==> config.mk <==
export PLATFORM = sky130hd
export DESIGN_NAME = prog_loader
export DESIGN_NICKNAME = d
export VERILOG_FILES = /design/src/rtl/prog_loader.sv
export SDC_FILE = /design/constraint.sdc
export NUM_CORES = 1
export LEC_CHECK = 0
export BUFFER_PORTS_ARGS = -buffer_cell sky130_fd_sc_hd__buf_2
export CAP_MARGIN = 40
export CORE_UTILIZATION = 55
export DETAILED_ROUTE_END_ITERATION = 6
export GPL_TIMING_DRIVEN = 1
export PLACE_DENSITY = 0.83
export RECOVER_POWER = 25
export SLEW_MARGIN = 5
export SYNTH_ARGS = -nofsm -noshare
export SYNTH_HDL_FRONTEND = slang
export SYNTH_SLANG_ARGS = --single-unit
==> constraint.sdc <==
create_clock -name clk -period 2.7 [get_ports clk]
set_clock_uncertainty 0.2 [all_clocks]
set_input_delay 0.54 -clock clk [delete_from_list [all_inputs] [get_ports clk]]
set_output_delay 0.54 -clock clk [all_outputs]
set_load 0.005 [all_outputs]
==> src/rtl/prog_loader.sv <==
// prog_loader -- boot-time program loader for the 16-bit pipelined CPU.
//
// Holds the CPU in reset (cpu_run=0) while a byte stream arrives over a
// valid/ready handshake, assembles big-endian 16-bit instruction words and
// writes them into the instruction memory, then releases the CPU.
//
// Image format (big-endian): length N (2 bytes), N words (2 bytes each),
// then an optional checksum byte.
//
// Build option: define PROG_LOADER_CSUM_EN to require a trailing checksum
// byte. The modulo-256 sum of every accepted byte, checksum included, must be
// 0x00 or the loader parks in ERR. Without the macro there is no checksum
// state and no sum register.
//
// All outputs are registered. Reset is asynchronous and active-low on rst.

module prog_loader #(
   parameter int ADDR_W = 8,
   parameter int DATA_W = 16
) (
   input  logic              clk,
   input  logic              rst,
   input  logic              in_valid,
   input  logic [7:0]        in_data,
   output logic              in_ready,
   input  logic              reload,
   output logic              imem_we,
   output logic [ADDR_W-1:0] imem_addr,
   output logic [DATA_W-1:0] imem_wdata,
   output logic              cpu_run,
   output logic              busy,
   output logic              error
);

   typedef enum logic [2:0] {
      S_LEN_HI,
      S_LEN_LO,
      S_DATA_HI,
      S_DATA_LO,
`ifdef PROG_LOADER_CSUM_EN
      S_CSUM,
`endif
      S_RUN,
      S_ERR
   } state_t;

   // State entered once the last data word (or a zero length) is in.
`ifdef PROG_LOADER_CSUM_EN
   localparam state_t S_DONE = S_CSUM;
`else
   localparam state_t S_DONE = S_RUN;
`endif

   // Memory capacity in words; N equal to this is legal, larger is an error.
   localparam logic [16:0] DEPTH = 17'd1 << ADDR_W;

   // Registered state and outputs
   state_t              state_q,      state_d;
   logic [15:0]         len_q,        len_d;
   logic [ADDR_W:0]     cnt_q,        cnt_d;
   logic [7:0]          hold_q,       hold_d;
   logic                in_ready_q,   in_ready_d;
   logic                imem_we_q,    imem_we_d;
   logic [ADDR_W-1:0]   imem_addr_q,  imem_addr_d;
   logic [DATA_W-1:0]   imem_wdata_q, imem_wdata_d;
   logic                cpu_run_q,    cpu_run_d;
   logic                busy_q,       busy_d;
   logic                error_q,      error_d;
`ifdef PROG_LOADER_CSUM_EN
   logic [7:0]          sum_q,        sum_d;
   logic [7:0]          sum_new;
`endif

   // Combinational helpers
   logic                accept;
   logic [15:0]         len_new;
   logic [15:0]         cnt_inc;
   logic                load_next;

   // Next-state logic: byte acceptance, word assembly and output decode.
   always_comb begin
      // NOTE: every variable gets a default first so no path leaves one
      // unassigned; an unassigned path in always_comb would infer a latch.
      state_d      = state_q;
      len_d        = len_q;
      cnt_d        = cnt_q;
      hold_d       = hold_q;
      imem_we_d    = 1'b0;
      imem_addr_d  = imem_addr_q;
      imem_wdata_d = imem_wdata_q;

      // A byte moves only when we advertised ready on the previous edge.
      accept  = in_valid && in_ready_q;
      len_new = {len_q[15:8], in_data};
      cnt_inc = 16'(cnt_q) + 16'd1;

`ifdef PROG_LOADER_CSUM_EN
      sum_new = sum_q + in_data;
      sum_d   = sum_q;
      if (accept) begin
         sum_d = sum_new;
      end
`endif

      case (state_q)
         S_LEN_HI: begin
            if (accept) begin
               len_d[15:8] = in_data;
               state_d     = S_LEN_LO;
            end
         end

         S_LEN_LO: begin
            if (accept) begin
               len_d = len_new;
               if (len_new == 16'd0) begin
                  state_d = S_DONE;
               end else if ({1'b0, len_new} > DEPTH) begin
                  state_d = S_ERR;
               end else begin
                  state_d = S_DATA_HI;
               end
            end
         end

         S_DATA_HI: begin
            if (accept) begin
               hold_d  = in_data;
               state_d = S_DATA_LO;
            end
         end

         S_DATA_LO: begin
            if (accept) begin
               // The write strobe appears the cycle after the low byte lands.
               imem_we_d    = 1'b1;
               imem_addr_d  = cnt_q[ADDR_W-1:0];
               imem_wdata_d = {hold_q, in_data};
               cnt_d        = cnt_inc[ADDR_W:0];
               state_d      = (cnt_inc == len_q) ? S_DONE : S_DATA_HI;
            end
         end

`ifdef PROG_LOADER_CSUM_EN
         S_CSUM: begin
            if (accept) begin
               state_d = (sum_new == 8'd0) ? S_RUN : S_ERR;
            end
         end
`endif

         S_RUN, S_ERR: begin
            // Only a parked loader honours reload; it restarts from scratch.
            if (reload) begin
               state_d = S_LEN_HI;
               len_d   = 16'd0;
               cnt_d   = '0;
`ifdef PROG_LOADER_CSUM_EN
               sum_d   = 8'd0;
`endif
            end
         end

         default: begin
            state_d = S_LEN_HI;
         end
      endcase

      // Status outputs are decoded from the next state so they are registered
      // yet line up with the state they describe.
      load_next  = (state_d != S_RUN) && (state_d != S_ERR);
      in_ready_d = load_next;
      // LEN_HI is only ever entered fresh, so it never counts as busy.
      busy_d     = load_next && (state_d != S_LEN_HI);
      cpu_run_d  = (state_d == S_RUN);
      error_d    = (state_d == S_ERR);
   end

   // State and output registers; everything returns to idle on reset.
   always_ff @(posedge clk or negedge rst) begin
      if (!rst) begin
         state_q      <= S_LEN_HI;
         len_q        <= 16'd0;
         cnt_q        <= '0;
         hold_q       <= 8'd0;
         in_ready_q   <= 1'b0;
         imem_we_q    <= 1'b0;
         imem_addr_q  <= '0;
         imem_wdata_q <= '0;
         cpu_run_q    <= 1'b0;
         busy_q       <= 1'b0;
         error_q      <= 1'b0;
`ifdef PROG_LOADER_CSUM_EN
         sum_q        <= 8'd0;
`endif
      end else begin
         // NOTE: non-blocking assignments so every flop samples the pre-edge
         // _d values together, independent of statement order.
         state_q      <= state_d;
         len_q        <= len_d;
         cnt_q        <= cnt_d;
         hold_q       <= hold_d;
         in_ready_q   <= in_ready_d;
         imem_we_q    <= imem_we_d;
         imem_addr_q  <= imem_addr_d;
         imem_wdata_q <= imem_wdata_d;
         cpu_run_q    <= cpu_run_d;
         busy_q       <= busy_d;
         error_q      <= error_d;
`ifdef PROG_LOADER_CSUM_EN
         sum_q        <= sum_d;
`endif
      end
   end

   assign in_ready   = in_ready_q;
   assign imem_we    = imem_we_q;
   assign imem_addr  = imem_addr_q;
   assign imem_wdata = imem_wdata_q;
   assign cpu_run    = cpu_run_q;
   assign busy       = busy_q;
   assign error      = error_q;

endmodule

# Yosys cells after proc, flatten, opt, wreduce, memory -nomap -nowiden
# Cells that the tools add are included.
[op_classes]
n_addsub = 1
order_cmp = 1
n_eq_ne = 14
n_mux = 19
bitwise_logic = 1
reduce_logical = 15
[op_table]
columns = ["operator", "count"]
rows = [
  ["3-bit two-way mux", 8],
  ["8-bit case mux with 3 select lines", 1],
  ["9-bit two-way mux", 2],
  ["9-bit case mux with 2 select lines", 1],
  ["10-bit by 16-bit equality test with 1-bit output", 1],
  ["16-bit by 9-bit > comparator with 1-bit output, second input constant", 1],
  ["16-bit logical NOT", 1],
  ["16-bit two-way mux", 1],
  ["8-bit two-way mux", 2],
  ["8-bit case mux with 2 select lines", 1],
  ["3-bit case mux with 5 select lines", 1],
  ["3-bit equality test, second input constant", 4],
  ["9-bit by 1-bit adder with 10-bit output, second input constant", 1],
  ["2-bit inequality test, second input constant", 4],
  ["3-bit by 2-bit equality test with 1-bit output, second input constant", 2],
  ["3-bit inequality test, second input constant", 2],
  ["3-bit AND reduction", 2],
  ["2-bit nonzero test", 3],
  ["2-bit AND reduction", 2],
  ["4-bit AND reduction", 1],
  ["3-bit by 1-bit equality test with 1-bit output, second input constant", 1],
  ["1-bit logical AND", 3],
  ["3-bit logical NOT", 1],
  ["3-bit nonzero test", 1],
  ["3 further kinds", 4],
]
[word_totals]
regBits = 65
inputBits = 12
out_inout_bits = 29
elab_cells = 63

# Longest topological paths before layout
# Gate-level depths: netlist of run 1.
[logic_depth]
word_depth = 8
mapped_depth = 8
ltp_nobuf = 7

# Worst setup path after synthesis of run 1
# No wires, ideal clock.
[synth_path]
kind = "reg-to-reg"
start = "register len_q[11]"
end = "register busy_q (netlist: busy)"
setup_ps = 124
t_arrival_ps = 1627
required_time_ps = 2376
setup_slack_ps = 749
path_stages_with_launch = 7
n_path_buf = 0
synth_period_minus_slack_ps = 1951
path_cell_list = "dfrtp_1 -> or4_4 -> nor3_2 -> nand3_1 -> nor4_1 -> a211o_1 -> nand3_1"
[synth_via]
elab_chain_len = 8
elab_cells_between_ends = 14
classes_between = "order compare (1); eq/ne (3); mux (6); reduce/logical (4)"
[synth_rtl]
columns = ["element", "line", "rtl"]
rows = [
  ["start: declaration", "59", "logic [15:0] len_q, len_d;"],
  ["start signal: assignment", "200", "len_q <= len_d;"],
  ["16-bit by 9-bit > comparator with 1-bit output", "118", "end else if ({1'b0, len_new} > DEPTH) begin"],
  ["3-bit two-way mux", "118", ""],
  ["3-bit two-way mux", "116", "if (len_new == 16'd0) begin"],
  ["3-bit two-way mux", "114", "if (accept) begin"],
  ["3-bit case mux with 5 select lines (*)", "105", "case (state_q)"],
  ["3-bit inequality test", "171", "load_next = (state_d != S_RUN) && (state_d != S_ERR);"],
  ["1-bit logical AND", "171", ""],
  ["1-bit logical AND (*)", "174", "busy_d = load_next && (state_d != S_LEN_HI);"],
  ["named net busy_d", "67", "logic busy_q, busy_d;"],
  ["end signal: assignment", "208", "busy_q <= busy_d;"],
  ["end: declaration", "67", ""],
]
# The timed path passes the listed nets; every way through them passes the cells marked *.
# A chain may end at the register's enable or synchronous reset.

# Worst setup path in the final report of run 1
[layout_path]
start = "register cnt_q[0]"
end = "register cpu_run_q (netlist: cpu_run)"
[layout_via]
elab_chain_len = 6
[layout_rtl]
columns = ["element", "line", "rtl"]
rows = [
  ["start: declaration", "60", "logic [ADDR_W:0] cnt_q, cnt_d;"],
  ["start signal: assignment", "201", "cnt_q <= cnt_d;"],
  ["9-bit by 1-bit adder with 10-bit output", "95", "cnt_inc = 16'(cnt_q) + 16'd1;"],
  ["10-bit by 16-bit equality test with 1-bit output", "140", "state_d = (cnt_inc == len_q) ? S_DONE : S_DATA_HI;"],
  ["3-bit two-way mux", "140", ""],
  ["3-bit two-way mux", "134", "if (accept) begin"],
  ["3-bit case mux with 5 select lines", "105", ""],
  ["3-bit equality test", "175", "cpu_run_d = (state_d == S_RUN);"],
  ["named net cpu_run_d", "66", "logic cpu_run_q, cpu_run_d;"],
  ["end signal: assignment", "207", "cpu_run_q <= cpu_run_d;"],
  ["end: declaration", "66", ""],
]
# The timed path passes the listed nets, and every way through them passes these cells.

==> results of run 1 <==
cell families (layout without fill, tap and decap cells):
logic type / count (synthesis) / in the layout / share of synthesized area (%)
xor+xnor: 10 / 10 / 2.91
mux: 8 / 8 / 2.99
compound gates: 58 / 58 / 12.5
flops: 65 / 65 / 54.1
buf+inv: 22 / 69 / 3.12
simple gates: 157 / 157 / 24.0
fa+ha+maj: 1 / 1 / 0.416
worst max-delay path by stage:
stage | start | end | slack, ns | cells after the start
2_1_floorplan | len_q[11] | busy | 0.75 | 6
3_3_place_gp | in_data[4] | busy | 0.52 | 7
3_5_place_dp | cnt_q[0] | busy | 0.45 | 7
4_1_cts | cnt_q[0] | cpu_run | 0.40 | 7
5_1_grt | cnt_q[0] | cpu_run | 0.17 | 7
6_report | cnt_q[0] | cpu_run | 0.39 | 7
where the power goes:
| group | internal, uW | switching, uW | total (uW) |
|---|---|---|---|
| registers | 1340 | 281 | 1620 |
| clock network | 529 | 401 | 930 |
| logic | 561 | 706 | 1270 |
| total | 2430 | 1390 | 3820 |
cell type report:
type,count,area [um2]
Clock buffer,9,124
Clock inverter,7,100
Fill cell,395,1680
Inverter,7,26.3
Multi-Input combinational cell,234,1290
Sequential cell,65,1630
Tap cell,70,87.6
Timing Repair Buffer,46,243
per-stage QoR:
stage	utilization (%)	worst slack, ns
floorplan	-	0.749
global placement	63.5	0.516
detailed placement	63.5	0.446
CTS	67.9	0.398
global route	67.6	0.170
finish	67.6	0.387
worst max-delay path, delay by kind of cell (launching register included):
kind                     cells  cell delay [ns]
flip-flops                   1             0.50
adder cells (fa/ha/maj)      1             0.33
AND/OR/NAND/NOR              2             0.31
AO/OA/AOI/OAI                4             0.85
sequential cells by signal, summed over array words and instances (netlist names):
signal / count
len_q: 16
in_ready: 1
hold_q: 8
imem_addr: 8
error: 1
state_q: 3
busy: 1
imem_we: 1
cnt_q: 9
imem_wdata: 16
cpu_run: 1
placed cells by master, fill, tap and decap left out, types with 3 or more instances in the layout:
master / Yosys / routed
nand2_1: 106 / 106
dfrtp_1: 65 / 65
buf_2: 9 / 40
o21ai_0: 30 / 30
nor2_1: 12 / 12
nand3_1: 9 / 9
clkbuf_8: 0 / 9
mux2_2: 8 / 8
inv_1: 7 / 7
xor2_1: 6 / 6
buf_4: 0 / 5
nor4_1: 4 / 4
xnor2_1: 4 / 4
nand2b_1: 4 / 4
nand4_1: 3 / 3
o31ai_1: 3 / 3
a21oi_1: 3 / 3
a21o_1: 3 / 3
inv_6: 0 / 3
per-layer routing:
metal / part of all wire, % / global-route usage, %
met1: 45 / 32.4
met2: 48 / 39.5
met3: 5.3 / 6.27
met4: 1.4 / 9.04
met5: 0 / 0
==> impl_metrics.csv, run 1 <==
group,metric,value,unit
worst_setup_path,timing.rr.start,"cnt_q[0]",
global_routing,grt_pass1_vias,2333,
synth,ys.flop_type,"dfrtp_1",
synth,synth_edf_count,0,
synth,synth_cell_types,46,
synth,avgSynthCellArea,9.37,um2
power,irDropWorstVdd,560,uV
synth,yosysTopAreaCell,"dfrtp_1",
final_layout,diodes,0,
worst_setup_path,endpoint_kind,"flop",
route,wl_per_cell,14.4,um
hold_path,hold_depth,3,
clock_tree,cts.htree.levels,3,
floorplan,core,5170,um2
route,ant_nets,0,
power,leakagePower,0.00176,uW
floorplan,ios,41,
worst_setup_path,crit_slowest_cell,"dfrtp_1",
worst_setup_path,reg2reg_depth,7,
clock_tree,cts_resized,0,
clock_tree,clk_path_buf_depth,2,
floorplan,rows,26,
placed_design,io_buffers,40,
route,drt_wl_total,6300,um
global_routing,grt_pass1_wl,11100,um
synth,synth_common_cells,"106 x nand2_1, 65 x dfrtp_1, 30 x o21ai_0, 12 x nor2_1",
global_routing,grt_max_degree,66,
worst_setup_path,timing.rr.end,"cpu_run",
worst_setup_path,critical_path.max_stage_delay,0.50,ns
clock_tree,worstSkewPairLatency,0.34,ns
sta,final_max_slew_viol_count,66,
sta,setup_tns,0,ns
final_layout,fin_area,3500,um2
clock_tree,cts_tree,"built",
worst_setup_path,path_cells,"ha_1 -> and2_1 -> o21ai_0 -> a311oi_1 -> o211ai_1 -> a21oi_2 -> nor2_1",
final_layout,syn_to_final_growth,16.2,%
synth,yosysWarnings,0,
final_layout,nets,376,
synth,async_flop_share,100,%
sta,hold_viol_final,0,
worst_setup_path,crit_fanout,9,
run_status,violations,"capacitance limit, slew limit",
hold_path,hp-class,"in2reg",
synth,syn-cell-area,3010,um2
final_layout,drive_gt1_share,22.8,%
final_layout,finalNonFillerCells,438,
route,firstDrtPassIters,4,
route,drt-initial-drc-count,168,
placed_design,hpwl,4220,um
route,avgViaCountPerCell,5.58,
route,routed-via-count,2442,
hold_path,worstHoldStart,"in_data[4]",
job,cap_viol_max_count,1,
global_routing,antenna_found_initial,0,
floorplan,dieArea,5770,um2
worst_setup_path,cp-start-kind,"flop",
placed_design,dp_cells,422,
clock_tree,cts.sinks,65,
synth,ys_seq_area_share,54.1,%
sta,hold-worst-slack,0.227,ns
synth,syn_inst,321,
synth,synth_top_area_share,54.1,%
sta,worst_pin_slew,1.54,ns
worst_setup_path,worstPathArrival,2.34,ns
clock_tree,postCtsSetupBuffers,0,
global_routing,grt_usage,24.6,%
synth,synth_nets,334,
clock_tree,numCtsBuffers,9,
sta,fmax,432,MHz
run_status,status,"complete, but fails checks",
sta,finalCritPeriodShare,85.7,%
sta,slew_headroom,-2.98,%
power,power.density,1090,nW/um2
synth,synth_area_leaders,"dfrtp_1 54%, nand2_1 13%, o21ai_0 5.0%",
floorplan,start_util,58.2,%
floorplan,die_x,76.0,um
placed_design,place.gp.congestion,0.845,
sta,rsz0062_at_grt,"false",
hold_path,hold_path_end,"imem_wdata[4]",
clock_tree,holdBufCountCts,0,
clock_tree,clkSlewWorstSetupHoldPaths,0.08,ns
sta,setup-violations-final,0,
clock_tree,root_buffer,"clkbuf_8",
floorplan,die_h,76.0,um
worst_setup_path,crit_type,"reg2reg",
worst_setup_path,required,2.72,ns
synth,yosys_register_bits,65,
sta,min_period,2.31,ns
power,power,3820,uW
placed_design,placed_area,3290,um2
synth,synth.most_common_cell,"nand2_1",
worst_setup_path,r2r_setup_slack,0.39,ns
global_routing,grt_overflow,0,
route,drc_errors,0,
Power figures use the tool's default switching activity.
==> run 2: changes to the inputs <==
Settings changed: PLACE_DENSITY 0.83 to unset, PLACE_DENSITY_LB_ADDON set to 0.05.
==> run 2 against run 1 <==
The flow now finishes without violations. First-iteration DRC count shrank 7.7%. Non-clock buffer count grew 1. Sequential cell count is the same. Register-to-register slack is essentially flat. Fmax shrank 0.38%. Final cell count grew 0.23%. Count of clock-buffer cells in the layout grew 1. Design area shrank 0.43%. Routed wire length grew 3.4%. Critical endpoint is now busy. Sequential share of layout area grew 0.20 points.
==> impl_metrics.csv, run 2 (synthesis gave the netlist of run 1 again) <==
group,metric,value,unit
power,irDropWorstVdd,708,uV
placed_design,io_buffers,40,
worst_setup_path,endpoint_kind,"flop",
sta,worst_pin_slew,1.44,ns
final_layout,syn_to_final_growth,15.7,%
floorplan,die_x,76.0,um
floorplan,core,5170,um2
worst_setup_path,timing.rr.start,"cnt_q[0]",
sta,slew_headroom,3.89,%
power,leakagePower,0.00175,uW
worst_setup_path,critical_path.max_stage_delay,0.51,ns
clock_tree,numCtsBuffers,9,
floorplan,rows,26,
sta,hold_viol_final,0,
clock_tree,cts.sinks,65,
sta,setup_tns,0,ns
route,drc_errors,0,
worst_setup_path,path_cells,"ha_1 -> nand2_1 -> o21ai_0 -> o211ai_2 -> nor4_1 -> a211o_1 -> nand3_1",
global_routing,grt_pass1_vias,2364,
floorplan,die_h,76.0,um
clock_tree,cts_tree,"built",
global_routing,grt_usage,25.6,%
worst_setup_path,crit_type,"reg2reg",
final_layout,final_common_cell,"nand2_1",
run_status,status,"complete, no violations",
placed_design,place.gp.congestion,0.843,
global_routing,grt_max_degree,38,
worst_setup_path,crit_slowest_cell,"dfrtp_1",
job,cap_viol_max_count,0,
hold_path,hp-class,"in2reg",
hold_path,hold_depth,3,
final_layout,fin_area,3480,um2
global_routing,grt_overflow,0,
floorplan,ios,41,
placed_design,placed_area,3280,um2
global_routing,antenna_found_initial,0,
route,avgViaCountPerCell,5.50,
clock_tree,clkSlewWorstSetupHoldPaths,0.07,ns
worst_setup_path,cp-start-kind,"flop",
sta,final_max_slew_viol_count,0,
worst_setup_path,r2r_setup_slack,0.38,ns
route,firstDrtPassIters,4,
final_layout,diodes,0,
clock_tree,holdBufCountCts,0,
final_layout,finalNonFillerCells,439,
worst_setup_path,worstPathArrival,2.34,ns
final_layout,most-common-layout-cells,"106 x nand2_1, 65 x dfrtp_1, 39 x buf_2",
route,drt-initial-drc-count,155,
sta,setup-violations-final,0,
sta,min_period,2.32,ns
power,power.density,1070,nW/um2
hold_path,hold_path_end,"imem_wdata[5]",
global_routing,grt_pass1_wl,11400,um
worst_setup_path,startpoint,"cnt_q[0]",
final_layout,nets,377,
hold_path,worstHoldStart,"in_data[5]",
final_layout,drive_gt1_share,22.8,%
placed_design,hpwl,4570,um
worst_setup_path,required,2.72,ns
worst_setup_path,reg2reg_depth,7,
clock_tree,cts.htree.levels,3,
placed_design,dp_cells,423,
sta,finalCritPeriodShare,86.0,%
floorplan,dieArea,5770,um2
floorplan,start_util,58.2,%
clock_tree,postCtsSetupBuffers,0,
sta,rsz0062_at_grt,"false",
worst_setup_path,timing.rr.end,"busy",
route,routed-via-count,2413,
worst_setup_path,crit_fanout,9,
route,drt_wl_total,6510,um
route,ant_nets,0,
clock_tree,root_buffer,"clkbuf_8",
clock_tree,clk_path_buf_depth,2,
clock_tree,cts_resized,0,
sta,fmax,431,MHz
route,wl_per_cell,14.8,um
clock_tree,worstSkewPairLatency,0.34,ns
run 2: changes by cell type in the layout (fill, tap and decap cells not counted), sizes merged:
cell,change
clkbuf,+2
bufinv,-1
clkinvlp,+1
clkinv,+1
inv,-2
run 2: worst max path at each step:
| stage | end | cells after the start |
|---|---|---|
| floorplan | busy | 6 |
| global route | busy | 7 |
| CTS | busy | 7 |
| detailed placement | busy | 7 |
| finish | busy | 7 |
| global placement | busy | 7 |
run 2: where the power goes:
group	internal (uW)	switching [uW]	total, uW
sequential	1340	285	1630
clock	453	385	838
combinational	560	713	1270
run 2: cell type report:
cell class,count,area (um2)
multi-input cells,234,1290
clock buffers,10,138
well taps,70,87.6
fillers,437,1690
inverters,7,26.3
clock inverters,6,65.1
flip-flops and latches,65,1630
repair buffers,47,249
run 2: stage by stage:
stage | total power [uW] | setup WS (ns) | hold WS [ns] | utilization [%]
finish | 3740 | 0.378 | 0.239 | 67.3
global route | 4020 | 0.172 | 0.270 | 67.3
CTS | 3760 | 0.399 | 0.0156 | 67.4
detailed placement | 2920 | 0.410 | 0.257 | 63.4
global placement | 2870 | 0.432 | 0.243 | 63.4
floorplan | 2470 | 0.749 | 0.0444 | -
run 2: critical path: cells and delay by family (launching register included):
family | cells | cell delay (ns)
compound gates | 3 | 0.58
fa+ha+maj | 1 | 0.33
simple gates | 3 | 0.58
flops | 1 | 0.51
run 2: metal layers:
metal	vias to the layer above	track usage, %	part of all wire [%]
met5	-	0	0
met4	0	13.1	1.5
met3	11	3.86	4.3
met2	67	38.8	45
met1	1149	35.8	49
li1	1186	-	-
